$ cat src/rtl/imem_program_loader_if.sv
// Stream-in / instruction-memory-write bundle for the boot image loader.
// The loader connects through the slave modport; the byte source and the
// memory model sit on the master side.
interface imem_program_loader_if #(
    parameter int size      = 32,
    parameter int AddrWidth = 9
);
    logic [7:0]           byte_in;
    logic                 byte_valid;
    logic                 byte_ready;
    logic                 imem_wea;
    logic [AddrWidth-1:0] imem_addra;
    logic [size-1:0]      imem_dina;

    modport master (
        output byte_in,
        output byte_valid,
        input  byte_ready,
        input  imem_wea,
        input  imem_addra,
        input  imem_dina
    );

    modport slave (
        input  byte_in,
        input  byte_valid,
        output byte_ready,
        output imem_wea,
        output imem_addra,
        output imem_dina
    );
endinterface

$ cat src/rtl/imem_program_loader.sv
// Boot-time instruction memory loader.
// Frame: N (16-bit, big-endian) | 4N payload bytes (words big-endian) | checksum.
// The checksum is the XOR of every header and payload byte. The core is held
// in reset until a whole image has been written and its checksum matches.
module imem_program_loader #(
    parameter int size      = 32,
    parameter int MemSize   = 512,
    parameter int AddrWidth = 9
) (
    input  logic                  clk,
    input  logic                  reset,
    input  logic                  start,
    imem_program_loader_if.slave  bus,
    output logic                  cpu_hold,
    output logic                  done,
    output logic                  error,
    output logic [15:0]           words_loaded
);

    localparam logic [2:0] IDLE   = 3'd0;
    localparam logic [2:0] HDR_HI = 3'd1;
    localparam logic [2:0] HDR_LO = 3'd2;
    localparam logic [2:0] DATA   = 3'd3;
    localparam logic [2:0] WRITE  = 3'd4;  // one-cycle memory write slot
    localparam logic [2:0] CHECK  = 3'd5;
    localparam logic [2:0] DONE   = 3'd6;
    localparam logic [2:0] ERROR  = 3'd7;

    localparam logic [15:0] MEM_SIZE_W = MemSize[15:0];

    logic [2:0]           state_q,  state_d;
    logic                 ready_q,  ready_d;
    logic                 wea_q,    wea_d;
    logic [AddrWidth-1:0] addra_q,  addra_d;
    logic [size-1:0]      dina_q,   dina_d;
    logic                 hold_q,   hold_d;
    logic                 done_q,   done_d;
    logic                 error_q,  error_d;
    logic [15:0]          count_q,  count_d;
    logic [15:0]          n_q,      n_d;
    logic [7:0]           csum_q,   csum_d;
    logic [size-9:0]      asm_q,    asm_d;   // first three bytes of a word
    logic [1:0]           idx_q,    idx_d;   // byte position within a word

    logic                 accept_s;
    logic [15:0]          n_full_s;
    logic [15:0]          count_inc_s;

    // Byte handshake and helper values shared by the next-state logic.
    always_comb begin
        accept_s    = ready_q & bus.byte_valid;
        n_full_s    = {n_q[15:8], bus.byte_in};
        count_inc_s = count_q + 16'd1;
    end

    // Next-state and next-output computation for the load sequencer.
    always_comb begin
        state_d = state_q;
        wea_d   = 1'b0;
        addra_d = addra_q;
        dina_d  = dina_q;
        hold_d  = hold_q;
        done_d  = done_q;
        error_d = error_q;
        count_d = count_q;
        n_d     = n_q;
        csum_d  = csum_q;
        asm_d   = asm_q;
        idx_d   = idx_q;

        case (state_q)
            IDLE, DONE, ERROR: begin
                if (start) begin
                    state_d = HDR_HI;
                    csum_d  = 8'd0;
                    count_d = 16'd0;
                    addra_d = {AddrWidth{1'b0}};
                    hold_d  = 1'b1;
                    done_d  = 1'b0;
                    error_d = 1'b0;
                    idx_d   = 2'd0;
                end else begin
                    state_d = state_q;
                end
            end
            HDR_HI: begin
                if (accept_s) begin
                    n_d[15:8] = bus.byte_in;
                    csum_d    = csum_q ^ bus.byte_in;
                    state_d   = HDR_LO;
                end else begin
                    state_d = state_q;
                end
            end
            HDR_LO: begin
                if (accept_s) begin
                    n_d    = n_full_s;
                    csum_d = csum_q ^ bus.byte_in;
                    idx_d  = 2'd0;
                    if (n_full_s > MEM_SIZE_W) begin
                        state_d = ERROR;
                        error_d = 1'b1;
                        hold_d  = 1'b1;
                    end else if (n_full_s == 16'd0) begin
                        state_d = CHECK;
                    end else begin
                        state_d = DATA;
                    end
                end else begin
                    state_d = state_q;
                end
            end
            DATA: begin
                if (accept_s) begin
                    csum_d = csum_q ^ bus.byte_in;
                    if (idx_q == 2'd3) begin
                        wea_d   = 1'b1;
                        dina_d  = {asm_q, bus.byte_in};
                        idx_d   = 2'd0;
                        state_d = WRITE;
                    end else begin
                        asm_d = {asm_q[size-17:0], bus.byte_in};
                        idx_d = idx_q + 2'd1;
                    end
                end else begin
                    state_d = state_q;
                end
            end
            WRITE: begin
                // The write happened this cycle; advance the word pointer.
                count_d = count_inc_s;
                addra_d = count_inc_s[AddrWidth-1:0];
                if (count_inc_s == n_q) begin
                    state_d = CHECK;
                end else begin
                    state_d = DATA;
                end
            end
            CHECK: begin
                if (accept_s) begin
                    if (bus.byte_in == csum_q) begin
                        state_d = DONE;
                        done_d  = 1'b1;
                        hold_d  = 1'b0;
                    end else begin
                        state_d = ERROR;
                        error_d = 1'b1;
                        hold_d  = 1'b1;
                    end
                end else begin
                    state_d = state_q;
                end
            end
            default: begin
                state_d = IDLE;
                hold_d  = 1'b1;
            end
        endcase
    end

    // byte_ready is registered, so it is derived from the state being entered.
    always_comb begin
        case (state_d)
            HDR_HI, HDR_LO, DATA, CHECK: ready_d = 1'b1;
            default:                     ready_d = 1'b0;
        endcase
    end

    // State and output registers; reset keeps the core held.
    always_ff @(posedge clk or negedge reset) begin
        if (!reset) begin
            state_q <= IDLE;
            ready_q <= 1'b0;
            wea_q   <= 1'b0;
            addra_q <= {AddrWidth{1'b0}};
            dina_q  <= {size{1'b0}};
            hold_q  <= 1'b1;
            done_q  <= 1'b0;
            error_q <= 1'b0;
            count_q <= 16'd0;
            n_q     <= 16'd0;
            csum_q  <= 8'd0;
            asm_q   <= {(size-8){1'b0}};
            idx_q   <= 2'd0;
        end else begin
            state_q <= state_d;
            ready_q <= ready_d;
            wea_q   <= wea_d;
            addra_q <= addra_d;
            dina_q  <= dina_d;
            hold_q  <= hold_d;
            done_q  <= done_d;
            error_q <= error_d;
            count_q <= count_d;
            n_q     <= n_d;
            csum_q  <= csum_d;
            asm_q   <= asm_d;
            idx_q   <= idx_d;
        end
    end

    assign bus.byte_ready = ready_q;
    assign bus.imem_wea   = wea_q;
    assign bus.imem_addra = addra_q;
    assign bus.imem_dina  = dina_q;
    assign cpu_hold       = hold_q;
    assign done           = done_q;
    assign error          = error_q;
    assign words_loaded   = count_q;

endmodule
$ cat src/flat_wrapper.sv
// flat-port wrapper written by rule: the top's interface ports become plain ports
module imem_program_loader_flat 
#(
    parameter int size      = 32,
    parameter int MemSize   = 512,
    parameter int AddrWidth = 9
)
  (clk, reset, start, cpu_hold, done, error, words_loaded, bus_byte_in, bus_byte_valid, bus_byte_ready, bus_imem_wea, bus_imem_addra, bus_imem_dina);
  imem_program_loader_if #(.size(size), .AddrWidth(AddrWidth)) bus_i ();
  input  logic clk;
  input  logic reset;
  input  logic start;
  output logic cpu_hold;
  output logic done;
  output logic error;
  output logic [15:0] words_loaded;
  input wire logic [$bits(bus_i.byte_in)-1:0] bus_byte_in;
  input wire logic [$bits(bus_i.byte_valid)-1:0] bus_byte_valid;
  output wire logic [$bits(bus_i.byte_ready)-1:0] bus_byte_ready;
  output wire logic [$bits(bus_i.imem_wea)-1:0] bus_imem_wea;
  output wire logic [$bits(bus_i.imem_addra)-1:0] bus_imem_addra;
  output wire logic [$bits(bus_i.imem_dina)-1:0] bus_imem_dina;
  assign bus_i.byte_in = bus_byte_in;
  assign bus_i.byte_valid = bus_byte_valid;
  assign bus_byte_ready = bus_i.byte_ready;
  assign bus_imem_wea = bus_i.imem_wea;
  assign bus_imem_addra = bus_i.imem_addra;
  assign bus_imem_dina = bus_i.imem_dina;
  imem_program_loader #(.size(size), .MemSize(MemSize), .AddrWidth(AddrWidth)) u_core (.clk(clk), .reset(reset), .start(start), .bus(bus_i), .cpu_hold(cpu_hold), .done(done), .error(error), .words_loaded(words_loaded));
endmodule
$ cat config.mk
export PLATFORM = sky130hd
export DESIGN_NAME = imem_program_loader_flat
export DESIGN_NICKNAME = d
export VERILOG_FILES = /design/src/rtl/imem_program_loader_if.sv /design/src/rtl/imem_program_loader.sv /design/src/flat_wrapper.sv
export SDC_FILE = /design/constraint.sdc
export NUM_CORES = 1
export LEC_CHECK = 0
export ABC_AREA = 1
export CORE_MARGIN = 2
export CORE_UTILIZATION = 55
export CTS_BUF_LIST = sky130_fd_sc_hd__clkbuf_16
export DETAILED_ROUTE_END_ITERATION = 10
export PLACE_DENSITY = 0.8
export SYNTH_ARGS = -nofsm -noshare
export SYNTH_HDL_FRONTEND = slang
export SYNTH_SLANG_ARGS = --single-unit
$ cat constraint.sdc
create_clock -name clk -period 2.2 [get_ports clk]
set_input_delay 0.55 -clock clk [delete_from_list [all_inputs] [get_ports clk]]
set_output_delay 0.55 -clock clk [all_outputs]
set_load 0.005 [all_outputs]
==> summary.txt, run 1 <==
Run status
  • Status: finished, final reports clean

Placement
  • Final GP Congestion: 0.933
  • Place WS: -0.0636 ns
  • DP HPWL: 9540 µm
  • Inst Count DP: approximately 840
  • IO Port Bufs: 73

CTS
  • CTS hold repair buffers: 0
  • Sink Count: about 110
  • Clk_lat worst skew: between 0.3 and 0.4 ns
  • Cts bufs inserted: 9
  • Clk buf depth: 2
  • Clk slew on worst S/H paths: 0.08 ns
  • Clk Tree Root Cell: clkbuf_16
  • TritonCTS clock tree: built
  • H-tree depth: 3

Pwr
  • Switching pwr: approximately 0.0026 W
  • Combinational fraction of design power: 36.0%
  • Sw frac: roughly 38%
  • Leakage: 3.09 nW
  • Clk pwr share: between 20% and 30%
  • Sequential share of power: slightly above 40%
  • Power Internal: 0.00433 W
  • Power density over the cells: 1070 nW/µm²
  • Total power draw: around 0.0070 W
  • Peak supply drop: between 0.8 and 0.9 mV

Timing
  • Hold Fails Final Rpt: 0
  • Fin. max-slew vios: 0
  • Fmax: about 0.47 GHz
  • Period minus WS final: about 2.1 ns
  • Slew Limit Headroom: 62.0%
  • Final Setup Violations: 0
  • TNS Setup: 0 ns
  • Tcrit/Tclk final: between 90% and 100%
  • Worst-Margin Slew: between 0.5 and 0.6 ns
  • Final Skew: ~0.0096 ns
  • RSZ-0062 raised after global routing: true
  • Fin worst setup slack: around 0.094 ns

Floorplanning
  • DIE WIDTH: a little over 100 µm
  • Initial core utilization: a little under three fifths
  • # IOs: 74
  • Die area: ~10000 µm²
  • Row count: 35
  • Die height: 101 µm
  • Core Region: slightly above 9000 µm²

Synthesis
  • Synthesized cell area: slightly above 5000 µm²
  • Post-synth EDFFs: 0
  • Post-Syn Instances: between 600 and 700
  • Synth warnings: 0
  • Most used DFF post-synth: dfrtp_1
  • Sequential fraction of the synthesis area: about half
  • Area contributors post-synth: dfrtp_1 51%, nand2_1 15%, o21ai_0 6.8%
  • Async set-reset flop share out of synthesis: 100%
  • Yosys top cell area share: roughly 51%
  • Yosys cell types: 30
  • Cell taking the most area after synthesis: dfrtp_1
  • #FFs+latches synth: about 110
  • Synthesized net count: around 660
  • Count leader, synth: nand2_1
  • Syn avg cell area: 7.97 µm²
  • Synth top cells by count: 205 x nand2_1, 105 x dfrtp_1, 72 x inv_1, 70 x o21ai_0, 48 x nand3_1

Drt
  • 1st-iter DRT viols: around 340
  • First drt pass iteration count: 5
  • Avg Vias per Cell: about 5.4
  • DR vias: 4636
  • Post-DR wirelength/cell: ~16 µm
  • Total Wirelength: about 13000 µm
  • Antenna-violating nets left: 0
  • DRC: 0

Critical path
  • R2R Path Start: u_core.bus.imem_addra[1]$_DFFE_PN0P_
  • Critical Path End Type: register
  • R2r setup slk: ~0.094 ns
  • Worst Setup Start Kind: register
  • Max FO, Critical Path: 6
  • Critical path required time: around 2.5 ns
  • Worst r2r dst: u_core.bus.byte_ready$_DFF_PN0_
  • R2R cell count: 16
  • WP data arrival: roughly 2.4 ns
  • Critical path class: reg -> reg

Flow run
  • Max-Cap Viols: 0

Layout
  • Reg area: ~2700 µm²
  • Final Non-Filler Cells: 854
  • Fin nets: approximately 750
  • Final Core Density: between 70% and 80%
  • Multi-input gate area: 2110 µm²
  • Ant diodes: 0
  • Layout cells sized above 1: ~11%
  • Filler Cell Count: 731
  • Synthesis-to-layout area growth: 26.1%

Global routing
  • Global-route usage over all layers: about 28%
  • Vias in the first global route: roughly 4.6k
  • First-pass GRT wire length: 21800 µm
  • Largest net degree at the start of global routing: 57
  • Gr ovfl total: 0
  • Initial antenna violation count: 0

Worst hold path
  • Hold WC Path Type: in -> async
==> cells in the final DEF, fill, tap and decap left out, types with 2 or more instances in the layout <==
cell type | synthesis | layout
clkinv_4 | 0 | 2
nand2_1 | 205 | 200
o21ai_0 | 70 | 70
clkbuf_16 | 0 | 9
or2_2 | 3 | 3
nand3b_1 | 5 | 5
xnor2_1 | 5 | 5
mux2_2 | 3 | 3
nor2_2 | 3 | 6
inv_8 | 0 | 2
nand2_2 | 3 | 8
inv_6 | 0 | 2
o22ai_1 | 11 | 11
buf_6 | 1 | 2
nand4_1 | 13 | 13
inv_2 | 4 | 4
a21oi_1 | 7 | 7
xor2_1 | 4 | 4
o21ai_1 | 10 | 10
dfrtp_1 | 105 | 104
nand3_1 | 48 | 48
nor2_1 | 35 | 32
clkdlybuf4s50_1 | 0 | 72
buf_4 | 10 | 26
nor2_4 | 5 | 5
buf_12 | 0 | 4
inv_1 | 72 | 73
nor3_1 | 4 | 4
==> per-layer routing <==
metal / vias up / track usage, % / part of all wire (%)
met5: - / 0 / 0
met4: 0 / 10.0 / 2.1
met3: 27 / 6.59 / 7.1
met2: 180 / 45.6 / 49
met1: 2174 / 36.0 / 42
li1: 2255 / - / -
==> cell families (layout without fill, tap and decap cells) <==
family / count (synthesis) / in the layout / synth area share (%)
multiplexers: 3 / 3 / 0.655
flip-flops: 106 / 106 / 51.5
buffers and inverters: 101 / 197 / 8.32
AND/OR/NAND/NOR: 327 / 327 / 27.6
adder cells (fa/ha/maj): 2 / 2 / 0.485
XOR/XNOR: 9 / 9 / 1.53
AO/OA/AOI/OAI: 99 / 99 / 9.92
==> power by group through the flow <==
stage | Sequential [W] | Combinational [W] | Clock (W)
global placement | 0.00287 | 0.00231 | 0
finish | 0.00288 | 0.00250 | 0.00158
global route | 0.00294 | 0.00282 | 0.00168
floorplan | 0.00278 | 0.00152 | 0
detailed placement | 0.00288 | 0.00240 | 0
CTS | 0.00286 | 0.00244 | 0.00158
==> cell type report <==
type	instances	area share [%]
clock inverters	7	0.943
clock buffers	9	3.46
repair buffers	104	15.7
well taps	111	2.14
inverters	77	4.45
multi-input cells	440	32.5
flip-flops and latches	106	40.8
==> critical path: stages (launching register included) <==
cell and delay (ns):
dfrtp_1 0.43, ha_4 0.19, nand2_2 0.08, nor2_4 0.20, nand2_1 0.08, nand2_1 0.09
nand2_1 0.08, nand2_1 0.06, nand2_1 0.09, nor2_1 0.11, nand3_1 0.08, nor2_1 0.10
nand3_1 0.14, nand2_1 0.09, nand2_1 0.07, nand2_1 0.07, nand2_1 0.05
==> state kept, by name, summed over array words and instances (netlist names) <==
register,cells
u_core.bus.imem_dina,32
u_core.asm_q,24
u_core.n_q,16
u_core.bus.imem_addra,8
u_core.csum_q,8
u_core.words_loaded,8
u_core.state_q,3
u_core.idx_q,2
u_core.bus.byte_ready,1
u_core.bus.imem_wea,1
u_core.cpu_hold,1
u_core.done,1
u_core.error,1
==> repair_timing <==
item	CTS	global route
resized for setup	0	14
buffers inserted	0	3
setup endpoints to repair	0	2
==> metrics by stage <==
stage / hold WS [ns] / area (µm²)
after floorplan: 0.254 / 5160
after CTS: 0.206 / 6430
final: 0.195 / 6500
after detailed placement: 0.454 / 6140
after global routing: 0.222 / 6500
after global placement: 0.450 / 6140
==> worst max path at each step <==
| stage | start | endpoint | slack [ns] |
|---|---|---|---|
| floorplan | u_core.bus.imem_addra[0]$_DFFE_PN0P_ | u_core.bus.byte_ready$_DFF_PN0_ | 0.34 |
| global placement | bus_byte_in[2] | u_core.bus.byte_ready$_DFF_PN0_ | 0.03 |
| detailed placement | bus_byte_in[2] | u_core.bus.byte_ready$_DFF_PN0_ | -0.06 |
| CTS | u_core.bus.imem_addra[0]$_DFFE_PN0P_ | u_core.bus.byte_ready$_DFF_PN0_ | 0.09 |
| global route | u_core.bus.imem_addra[1]$_DFFE_PN0P_ | u_core.bus.byte_ready$_DFF_PN0_ | -0.13 |
| finish | u_core.bus.imem_addra[1]$_DFFE_PN0P_ | u_core.bus.byte_ready$_DFF_PN0_ | 0.09 |
Note: power is estimated with default switching activity, not from simulation.
==> inputs of run 2 (changes only) <==
CTS_CLUSTER_DIAMETER = 30   (was unset)
==> results of run 2 <==
The final DEF is identical to that of run 1; final timing and power are the same.
==> inputs of run 3 (changes only) <==
CORE_MARGIN = unset   (was 2)
==> run 3 against run 2 <==
Die area down 3.9%. First-iteration DRC count up 8.7%. Largest cell class unchanged. Critical endpoint unchanged. Combinational power down 3%.
==> summary.txt, run 3 (synthesis results as in run 1) <==
Pwr
  • Total power draw: just under 0.007 W
  • Leakage: slightly above 3 nW
  • Peak supply drop: 0.636 mV
  • Power density over the cells: 1050 nW/µm²

Critical path
  • Cell mode on critical path: nand2_1
  • Critical path required time: 2.44 ns
  • Max incr delay on CP: 0.41 ns
  • CP Launch Point: u_core.bus.imem_addra[0]$_DFFE_PN0P_
  • Worst r2r dst: u_core.bus.byte_ready$_DFF_PN0_
  • Crit-path cells: ha_4, nand2_2, nor2_4, nand3_1, nand2_2, nand2_1, nand2_1, nand2_1, nor2_1, nand2_1, nor2_1, nand3_1, nand2_1, nand2_1, nand2_1, nand2_1
  • Critical path class: reg -> reg
  • WP data arrival: 2.32 ns
  • Critical Path End Type: register
  • Delay-heaviest family, CP: simple AND/OR/NAND/NOR gates
  • Worst Setup Start Kind: register
  • CP max stage cell: dfrtp_1
  • Max FO, Critical Path: 6
  • R2r setup slk: between 0.1 and 0.15 ns
  • R2R cell count: 16
  • R2R Path Start: u_core.bus.imem_addra[0]$_DFFE_PN0P_
  • Critical path buffers and inverters: 0

CTS
  • Clk_lat worst skew: approximately 0.34 ns
  • Clk slew on worst S/H paths: around 0.070 ns
  • Sink Count: 106
  • Cts bufs inserted: 9
  • Clk buf depth: 2
  • H-tree depth: 3
  • CTS hold repair buffers: 0
  • TritonCTS clock tree: built
  • Clk Tree Root Cell: clkbuf_16

Global routing
  • Global-route usage over all layers: 27.1%
  • Vias in the first global route: roughly 4.3k
  • GR Layer Usage met3: 4.40%
  • First-pass GRT wire length: 20600 µm
  • Gr ovfl total: 0
  • Largest net degree at the start of global routing: 57
  • Met2 Use GR: between 40 and 50%
  • M1 GR Usage: 38.0%
  • Most Used Layer, Global Route: met2
  • Initial antenna violation count: 0

Timing
  • RSZ-0062 raised after global routing: true
  • Fmax: about 0.48 GHz
  • Slew Limit Headroom: roughly 64%
  • Hold Fails Final Rpt: 0
  • Worst-Margin Slew: roughly 0.54 ns
  • Final Skew: between 0.005 and 0.006 ns
  • Period minus WS final: 2.08 ns
  • Fin. max-slew vios: 0
  • TNS Setup: 0 ns
  • Final Setup Violations: 0
  • Tcrit/Tclk final: 94.6%

Drt
  • DRC: 0
  • 1st-iter DRT viols: around 360
  • Post-DR wirelength/cell: 14.9 µm
  • DR vias: approximately 4.7k
  • Avg Vias per Cell: approximately 5.5
  • First drt pass iteration count: 6
  • Antenna-violating nets left: 0
  • Total Wirelength: 12700 µm

Flow run
  • Max-Cap Viols: 0

Layout
  • Most common cell after layout, fill and taps aside: nand2_1
  • Fin nets: ~750
  • Multi-input gate area: 2130 µm²
  • Layout cells sized above 1: about an eighth
  • Fin area: between 6000 and 7000 µm²
  • Most frequent cells in the layout: 199 x nand2_1, 103 x dfrtp_1, 73 x inv_1, 72 x clkdlybuf4s50_1, 70 x o21ai_0
  • Final Non-Filler Cells: approximately 850
  • Synthesis-to-layout area growth: 26.3%
  • Reg area: approximately 2700 µm²
  • Filler Cell Count: about 700
  • Max reg flops: 32
  • Ant diodes: 0

Placement
  • Placed inst area: roughly 6100 µm²
  • DP HPWL: between 9000 and 10000 µm
  • Inst Count DP: 830
  • IO Port Bufs: 73
  • Final GP Congestion: 0.955

Run status
  • Status: finished, final reports clean

Floorplanning
  • # IOs: 74
  • Core Region: 8890 µm²
  • Die area: just under 10000 µm²
  • DIE WIDTH: slightly below 100 µm
  • Initial core utilization: 58.0%
  • Die height: approximately 99 µm
  • Row count: 34

Worst hold path
  • Hold WC Path Type: in -> async
==> run 3: per-layer routing <==
| metal | vias to the layer above | share of wire [%] | wire, µm |
|---|---|---|---|
| li1 | 2257 | - | - |
| met1 | 2205 | 42 | 5380 |
| met2 | 193 | 48 | 6060 |
| met3 | 34 | 7.7 | 972 |
| met4 | 0 | 2.3 | 291 |
| met5 | - | 0 | 0 |
==> run 3: worst max path at each step <==
stage / endpoint / slack (ns) / cells after the start
4_1_cts: u_core.bus.byte_ready$_DFF_PN0_ / 0.16 / 14
6_report: u_core.bus.byte_ready$_DFF_PN0_ / 0.12 / 16
3_5_place_dp: u_core.bus.byte_ready$_DFF_PN0_ / -0.16 / 10
3_3_place_gp: u_core.bus.byte_ready$_DFF_PN0_ / -0.003 / 12
2_1_floorplan: u_core.bus.byte_ready$_DFF_PN0_ / 0.34 / 14
5_1_grt: u_core.bus.byte_ready$_DFF_PN0_ / -0.07 / 16
==> run 3: where the power goes <==
group,switching (W),internal [W]
logic,0.00139,0.00103
clock network,0.000756,0.000791
registers,0.000401,0.00247
==> run 3: through the flow <==
| stage | utilization, % | setup WS (ns) | hold slack [ns] |
|---|---|---|---|
| 2_1_floorplan | - | 0.345 | 0.254 |
| 3_3_place_gp | 68.9 | -0.00344 | 0.453 |
| 3_5_place_dp | 68.9 | -0.157 | 0.459 |
| 4_1_cts | 72.1 | 0.158 | 0.205 |
| 5_1_grt | 73.3 | -0.0697 | 0.232 |
| 6_report | 73.3 | 0.118 | 0.184 |
==> run 3: worst reg2reg max path: cells and delay by family (launching register included) <==
family | cells | cell delay, ns
simple gates | 15 | 1.39
fa+ha+maj | 1 | 0.19
flops | 1 | 0.41
==> run 3: cell type report <==
class,instances,area share (%)
clock inverters,7,0.922
multi-input cells,440,32.7
inverters,77,4.44
well taps,108,2.07
flip-flops and latches,106,40.8
clock buffers,9,3.46
repair buffers,104,15.6
==> run 3: timing repair <==
| item | in CTS | in global routing |
|---|---|---|
| buffers inserted | 0 | 5 |
| endpoints found under the setup margin | 0 | 1 |
| resized for setup | 0 | 20 |
